<file path="src/rtl/rv32i_types.sv">
// Shared rv32i pipeline types; the fetch queue entry and its default depth live here.
package rv32i_types;

  typedef logic [31:0] rv32i_word;

  typedef struct packed {
    rv32i_word pc;
    rv32i_word insn;
    rv32i_word pred;
  } fq_entry_t;

  localparam int FQ_DEPTH_DEFAULT = 4;

endpackage

</file>
<file path="src/rtl/fetch_queue.sv">
// IF->ID instruction buffer. In-order FIFO with a flush that toggles a 1-bit epoch
// so wrong-path fetches still in flight are dropped when they return.
module fetch_queue
  import rv32i_types::*;
#(
  parameter  int DEPTH = FQ_DEPTH_DEFAULT,
  localparam int PTR_W = $clog2(DEPTH)
) (
  input  logic             clk_i,
  input  logic             rst_ni,
  input  logic             enq_valid_i,
  input  logic [31:0]      enq_pc_i,
  input  logic [31:0]      enq_insn_i,
  input  logic [31:0]      enq_pred_i,
  input  logic             enq_epoch_i,
  output logic             enq_ready_o,
  output logic             deq_valid_o,
  output logic [31:0]      deq_pc_o,
  output logic [31:0]      deq_insn_o,
  output logic [31:0]      deq_pred_o,
  input  logic             deq_ready_i,
  input  logic             flush_i,
  output logic             epoch_o,
  output logic [PTR_W:0]   count_o
);

  localparam logic [PTR_W:0] FULL_CNT = (PTR_W+1)'(DEPTH);

  fq_entry_t        mem [DEPTH];
  fq_entry_t        head;
  logic [PTR_W-1:0] wr_ptr_q, wr_ptr_d;
  logic [PTR_W-1:0] rd_ptr_q, rd_ptr_d;
  logic [PTR_W:0]   count_q, count_d;
  logic             epoch_q, epoch_d;
  logic             full, empty, enq_fire, deq_fire;

  always_comb begin
    full     = (count_q == FULL_CNT);
    empty    = (count_q == '0);
    enq_fire = enq_valid_i && !full && !flush_i && (enq_epoch_i == epoch_q);
    deq_fire = !empty && deq_ready_i && !flush_i;

    wr_ptr_d = wr_ptr_q;
    rd_ptr_d = rd_ptr_q;
    count_d  = count_q;
    epoch_d  = epoch_q;

    if (flush_i) begin
      wr_ptr_d = '0;
      rd_ptr_d = '0;
      count_d  = '0;
      epoch_d  = !epoch_q;
    end else begin
      // Pointers wrap for free because DEPTH is a power of two.
      if (enq_fire) wr_ptr_d = wr_ptr_q + PTR_W'(1);
      if (deq_fire) rd_ptr_d = rd_ptr_q + PTR_W'(1);
      case ({enq_fire, deq_fire})
        2'b10:   count_d = count_q + (PTR_W+1)'(1);
        2'b01:   count_d = count_q - (PTR_W+1)'(1);
        default: count_d = count_q;
      endcase
    end
  end

  always_ff @(posedge clk_i or negedge rst_ni) begin
    if (!rst_ni) begin
      wr_ptr_q <= '0;
      rd_ptr_q <= '0;
      count_q  <= '0;
      epoch_q  <= 1'b0;
    end else begin
      wr_ptr_q <= wr_ptr_d;
      rd_ptr_q <= rd_ptr_d;
      count_q  <= count_d;
      epoch_q  <= epoch_d;
    end
  end

  always_ff @(posedge clk_i) begin
    if (enq_fire) mem[wr_ptr_q] <= '{pc: enq_pc_i, insn: enq_insn_i, pred: enq_pred_i};
  end

  // Data is gated by occupancy so stale storage never reaches ID and reset reads as zero.
  always_comb begin
    head        = mem[rd_ptr_q];
    enq_ready_o = !full;
    deq_valid_o = !empty;
    deq_pc_o    = empty ? '0 : head.pc;
    deq_insn_o  = empty ? '0 : head.insn;
    deq_pred_o  = empty ? '0 : head.pred;
    epoch_o     = epoch_q;
    count_o     = count_q;
  end

  a_count_le_depth: assert property (@(posedge clk_i) disable iff (!rst_ni) count_q <= FULL_CNT);
  a_no_write_full:  assert property (@(posedge clk_i) disable iff (!rst_ni) !(enq_fire && full));
  a_empty_invalid:  assert property (@(posedge clk_i) disable iff (!rst_ni) (count_o == '0) |-> !deq_valid_o);

endmodule

</file>
<file path="config.mk">
export PLATFORM = sky130hd
export DESIGN_NAME = fetch_queue
export DESIGN_NICKNAME = d
export VERILOG_FILES = /design/src/rtl/rv32i_types.sv /design/src/rtl/fetch_queue.sv
export SDC_FILE = /design/constraint.sdc
export NUM_CORES = 1
export LEC_CHECK = 0
export CELL_PAD_IN_SITES_DETAIL_PLACEMENT = 0
export CELL_PAD_IN_SITES_GLOBAL_PLACEMENT = 2
export CORE_MARGIN = 3
export CORE_UTILIZATION = 45
export CTS_CLUSTER_DIAMETER = 150
export CTS_CLUSTER_SIZE = 8
export DETAILED_ROUTE_END_ITERATION = 16
export PLACE_DENSITY = 0.87
export SLEW_MARGIN = 20
export SYNTH_ARGS = -nofsm -noshare
export SYNTH_HDL_FRONTEND = slang
export SYNTH_SLANG_ARGS = --single-unit
</file>
<file path="constraint.sdc">
create_clock -name clk_i -period 9.3 [get_ports clk_i]
set_input_delay 1.395 -clock clk_i [delete_from_list [all_inputs] [get_ports clk_i]]
set_output_delay 1.395 -clock clk_i [all_outputs]
set_load 0.03 [all_outputs]
</file>
==> flow_summary.toml, run 1 <==
[status]
status = "finished, final reports clean"

[power]
clkPwrFrac_pct = 31.2
combPwrFrac_pct = 29.1
p_leak_nw = 5.96
p_int_mw = 3.77
ir_drop_mv = 0.170
power_mw = 5.32
power.switching_mw = 1.55
power_frac_seq_pct = 39.6
p_sw_share_pct = 29.2
power_density_mw_per_mm2 = 281

[synth]
ys_warn_count = 0
seq_area_frac_synth_pct = 77.9
synth_seq_cells = 392
syn_area_mm2 = 0.0151
synthCells = 672
syn_nets = 779
syn_area_per_cell_um2 = 22.4
synthDistinctLibCells = 31

[routing]
routedWlPerCell_um = 21.8
via_per_inst = 5.31
vias = 7181
wl_met2_um = 14400
wl_um = 29600
top_layer = "met5"
postRouteAntennaNets = 0
firstDrtPassIters = 5
wl_met1_um = 12400
drc = 0
met3_length_um = 2190
dr.first_iter.drc_count = 492

[clock_tree]
cts_root_buf = "clkbuf_16"
numCtsBuffers = 54
cts_sinks = 392
cts_tree = "done"
post_cts_buffers = 0
worst_skew_pair.late_latency_ns = 0.54
hold_buffers = 0
clk_pin_slew_ns = 0.05
cts_resized = 0
cts_buffer_depth = 3
cts.htree.levels = 2

[die]
dieWidth_um = 189
die-area_mm2 = 0.0357
ios = 204
die_y_um = 189
placementRows = 66
initial_core_util_pct = 45.9
core_mm2 = 0.0328

[timing]
drv_slew = 0
rsz0062_at_grt = "no"
fin_setup_tns_ns = 0
hold_violations = 0
worst_pin_slew_ns = 1.03
max-slew-margin-rel_pct = 31.5
finalCritPeriodShare_pct = 60.0
timing.hold.ws_ns = 0.543
clock_skew_ns = 0.0135
fmax_ghz = 0.179
fin_crit_ns = 5.58
finalSetupViolations = 0
timing.final.ws_setup_ns = 3.72

[critical_path]
critPathMaxStageDelay_ns = 0.79
crit_required_ns = 7.91
path_buf_inv = 3
end_kind = "output port"
cp.arrival_ns = 4.19
cpMostUsedCell = "buf_4"
cp_top_family = "buffers and inverters"
critPathLaunch = "rd_ptr_q[0]"
worstPathCellList = "buf_4 -> buf_4 -> mux4_2 -> and2_1 -> clkdlybuf4s50_1"
path_class = "reg -> out"
r2r-start = "count_o[1]"
crit_fanout = 40
cpMaxStageDelayCell = "buf_4"
worstSetupStartpointType = "flop"

[placed_design]
io_buffers = 203
dp_slack_ns = 4.10
place_area_mm2 = 0.0175
placedCellCount = 1289
detailed_place_hpwl_um = 16900
gp_congestion = 0.719

[grt]
antenna_found_initial = 3
grt_pass1_vias = 7923
grt_max_degree = 102
grt_usage_pct = 16.9
grt_pass1_wl_um = 46400
grt-ovfl-total = 0

[finish]
fin_nets = 1010
fin_util_pct = 57.7
area_growth_syn_to_layout_pct = 25.7
fin_area_mm2 = 0.0189
antenna_cells = 0
finalNonFillerCells = 1353
final_common_cell = "edfxtp_1"
drive_gt1_share_pct = 18.6
layout_common_cells = "edfxtp_1, clkdlybuf4s50_1, mux4_2, and2_1, clkbuf_16"

[min_path]
min_path_type = "reg -> reg"
worstHoldStart = "epoch_o"

[flow_run]
cap_violations = 0
## Yosys cell counts (all sizes together)
library cell  count  share of area, %
or3               1             0.042
fa                1              0.13
nor3              2             0.067
o211ai            1             0.050
inv               3             0.075
and2            100               4.2
o31ai             2              0.10
dfrtp             8               1.3
ha                4              0.33
mux4             96                14
nand2b            2             0.083
o221ai            2              0.12
nor2              7              0.17
buf              20              0.89
a31oi             1             0.042
xor2              4              0.23
clkbuf           16              0.40
a211oi            1             0.050
xnor2             2              0.12
a21oi             3              0.10
nand3             4              0.13
nor2b             2             0.083
mux2              2              0.15
nand3b            1             0.050
nand2             3              0.12
edfxtp          384                77
## worst register-to-register path: stages (launching register included)
cell and delay [ns]:
dfrtp_1 0.45, nor2_1 0.14, a211oi_1 0.24, buf_4 0.21
and2_4 0.51, buf_4 0.83
## flip-flops by register name, summed over array words and instances, names as in the netlist
name	cells
mem	384
count_o	3
wr_ptr_q	2
epoch_o	1
rd_ptr_q	2
## power by group through the flow
stage / Combinational, mW / Sequential (mW) / Clock [mW]
final: 1.55 / 2.11 / 1.66
after floorplan: 1.00 / 2.13 / 0
after CTS: 1.59 / 2.11 / 1.69
after detailed placement: 1.58 / 2.14 / 0
after global placement: 1.58 / 2.14 / 0
after global routing: 1.66 / 2.12 / 1.78
## path summary, 6_finish.rpt
| path | slack [ns] | end | cells past startpoint |
|---|---|---|---|
| max in group asynchronous | 7.82 | rd_ptr_q[1] | 1 |
| min in group asynchronous | 1.15 | count_o[1] | 1 |
| hold / removal | 0.54 | epoch_o | 1 |
| hold reg to reg | 0.54 | epoch_o | 1 |
| setup reg to reg | 6.42 | mem[1][10] | 5 |
| setup / recovery | 3.72 | deq_insn_o[25] | 5 |
## cells by family (layout without fill, tap and decap cells)
kind of cell / Yosys count / after routing / synth area share [%]
buf+inv: 39 / 278 / 1.36
compound gates: 10 / 10 / 0.457
xor+xnor: 6 / 6 / 0.349
fa+ha+maj: 5 / 5 / 0.466
simple gates: 122 / 122 / 4.91
flops: 392 / 392 / 77.9
mux: 98 / 98 / 14.5
## layer usage
layer  GRT usage, %  vias up
li1               -     3169
met1           23.0     3694
met2           27.7      260
met3           4.55       52
met4           4.15        6
met5              0        -
## final cells by class
cell class / count / area (um^2)
tap: 442 / 553
inverter: 3 / 11.3
multi-input combinational: 241 / 3130
clock inverter: 1 / 16.3
sequential: 392 / 11700
fill: 2448 / 13900
clock buffer: 63 / 1390
timing repair buffer: 211 / 2090
Power figures use the tool's default switching activity.
==> run 2, diff against run 1 <==
- CORE_UTILIZATION: 45 -> 42
- PLACE_DENSITY: 0.87 -> 0.82
- clock period: 9.3 -> 5.7 ns (I/O delays scaled with it)
==> run 2 against run 1 <==
  * Count of clock-buffer cells in the layout rose by 1
  * Critical path depth fell by 1
  * Combinational power increased by 64%
  * Critical path type unchanged
  * Highest routed layer unchanged
==> flow_summary.toml, run 2 (synthesized netlist as in run 1, its figures left out) <==
[critical_path]
worstSetupStartpointType = "flop"
crit_required_ns = 4.85
path_class = "reg -> out"
r2r-start = "count_o[2]"
cp.arrival_ns = 3.20
reg2reg_to = "count_o[1]"
end_kind = "output port"
regToRegSetupSlack_ns = 3.05
crit_fanout = 59
worst_r2r_path_depth = 7

[power]
ir_drop_mv = 0.298
power_density_mw_per_mm2 = 457
power_mw = 8.73
p_leak_nw = 6.03

[grt]
antenna_found_initial = 4
grt_pass1_wl_um = 46100
grt-ovfl-total = 0
grt_pass1_vias = 7765
grt_usage_pct = 15.7
grt_max_degree = 102

[timing]
max-slew-margin-rel_pct = 35.2
clock_skew_ns = 0.0110
timing.final.ws_setup_ns = 1.65
fmax_ghz = 0.247
hold_violations = 0
worst_pin_slew_ns = 0.972
rsz0062_at_grt = "no"
finalSetupViolations = 0
timing.hold.ws_ns = 0.549
finalCritPeriodShare_pct = 71.1
fin_setup_tns_ns = 0
fin_crit_ns = 4.05
drv_slew = 0

[clock_tree]
cts.htree.levels = 2
numCtsBuffers = 54
cts_tree = "done"
clk_pin_slew_ns = 0.05
cts_buffer_depth = 3
cts_resized = 0
post_cts_buffers = 0
cts_sinks = 392
worst_skew_pair.late_latency_ns = 0.54
cts_root_buf = "clkbuf_16"
hold_buffers = 0

[placed_design]
place_area_mm2 = 0.0176
gp_congestion = 0.739
detailed_place_hpwl_um = 17900
io_buffers = 203
dp_slack_ns = 1.99

[min_path]
holdPathEnd = "epoch_o"
min_path_type = "reg -> reg"
hold_depth = 1
worstHoldStart = "epoch_o"

[die]
placementRows = 68
ios = 204
initial_core_util_pct = 43.0
die_y_um = 195
dieWidth_um = 195
die-area_mm2 = 0.0381
core_mm2 = 0.0350

[routing]
wl_met2_um = 15000
firstDrtPassIters = 5
wl_met1_um = 12400
wl_um = 29700
via_per_inst = 5.17
postRouteAntennaNets = 0
dr.first_iter.drc_count = 428
met3_length_um = 1730
drc = 0
top_layer = "met5"
routedWlPerCell_um = 21.6
vias = 7114

[finish]
area_growth_syn_to_layout_pct = 26.8
top_register = "mem"
drive_gt1_share_pct = 19.3
final_common_cell = "edfxtp_1"
largest_reg_flops = 384
layout_common_cells = "edfxtp_1, clkdlybuf4s50_1, mux4_2, and2_1, clkbuf_16"
fin_nets = 1017
fin_area_mm2 = 0.0191

[flow_run]
cap_violations = 0

[status]
status = "finished, final reports clean"
-- run 2: cell types whose count changed in the layout (fill, tap and decap cells not counted), sizes merged --
cell	before	now
clkbuf	63	64
buf	8	15
inv	3	5
diode	0	1
clkinv	1	0
-- run 2: stage by stage --
stage          std cells  util (%)
2_1_floorplan        672         -
3_3_place_gp        1309      50.5
3_5_place_dp        1309      50.5
4_1_cts             1375      54.6
5_1_grt             1376      54.6
6_report            1376      54.6
-- run 2: per-layer routing --
| metal | global-route usage, % | up-vias |
|---|---|---|
| met5 | 0 | - |
| met4 | 4.09 | 4 |
| met3 | 3.31 | 42 |
| met2 | 26.5 | 223 |
| met1 | 21.1 | 3645 |
| li1 | - | 3200 |
-- run 2: report_power, final --
group	internal, mW	switching, mW	leakage (nW)
Clock	1.70	1.05	0.703
Sequential	3.35	0.0920	3.57
Combinational	1.14	1.39	1.76
Total	6.20	2.54	6.03
-- run 2: worst max path at each step --
stage	startpoint	endpoint	slack, ns
after floorplan	flush_i	mem[0][0]	1.44
after global placement	flush_i	mem[3][55]	1.96
after detailed placement	flush_i	mem[3][29]	1.99
after CTS	rd_ptr_q[0]	deq_pc_o[29]	1.58
after global routing	rd_ptr_q[0]	deq_insn_o[30]	1.47
final	rd_ptr_q[1]	deq_insn_o[17]	1.65
-- run 2: layout make-up --
cell class                      count  area [um^2]
Fill cell                        2684        15900
Sequential cell                   392        11700
Timing Repair Buffer              218         2190
Antenna cell                        1         2.50
Multi-Input combinational cell    241         3130
Clock buffer                       64         1410
Inverter                            3         11.3
Clock inverter                      2         28.8
Tap cell                          455          569
-- run 2: worst max-delay path, cell delays in order, from the launching register on --
cell and delay [ns]:
dfrtp_4 0.99, buf_4 0.46, mux4_2 0.39, and2_1 0.18
clkdlybuf4s50_1 0.59
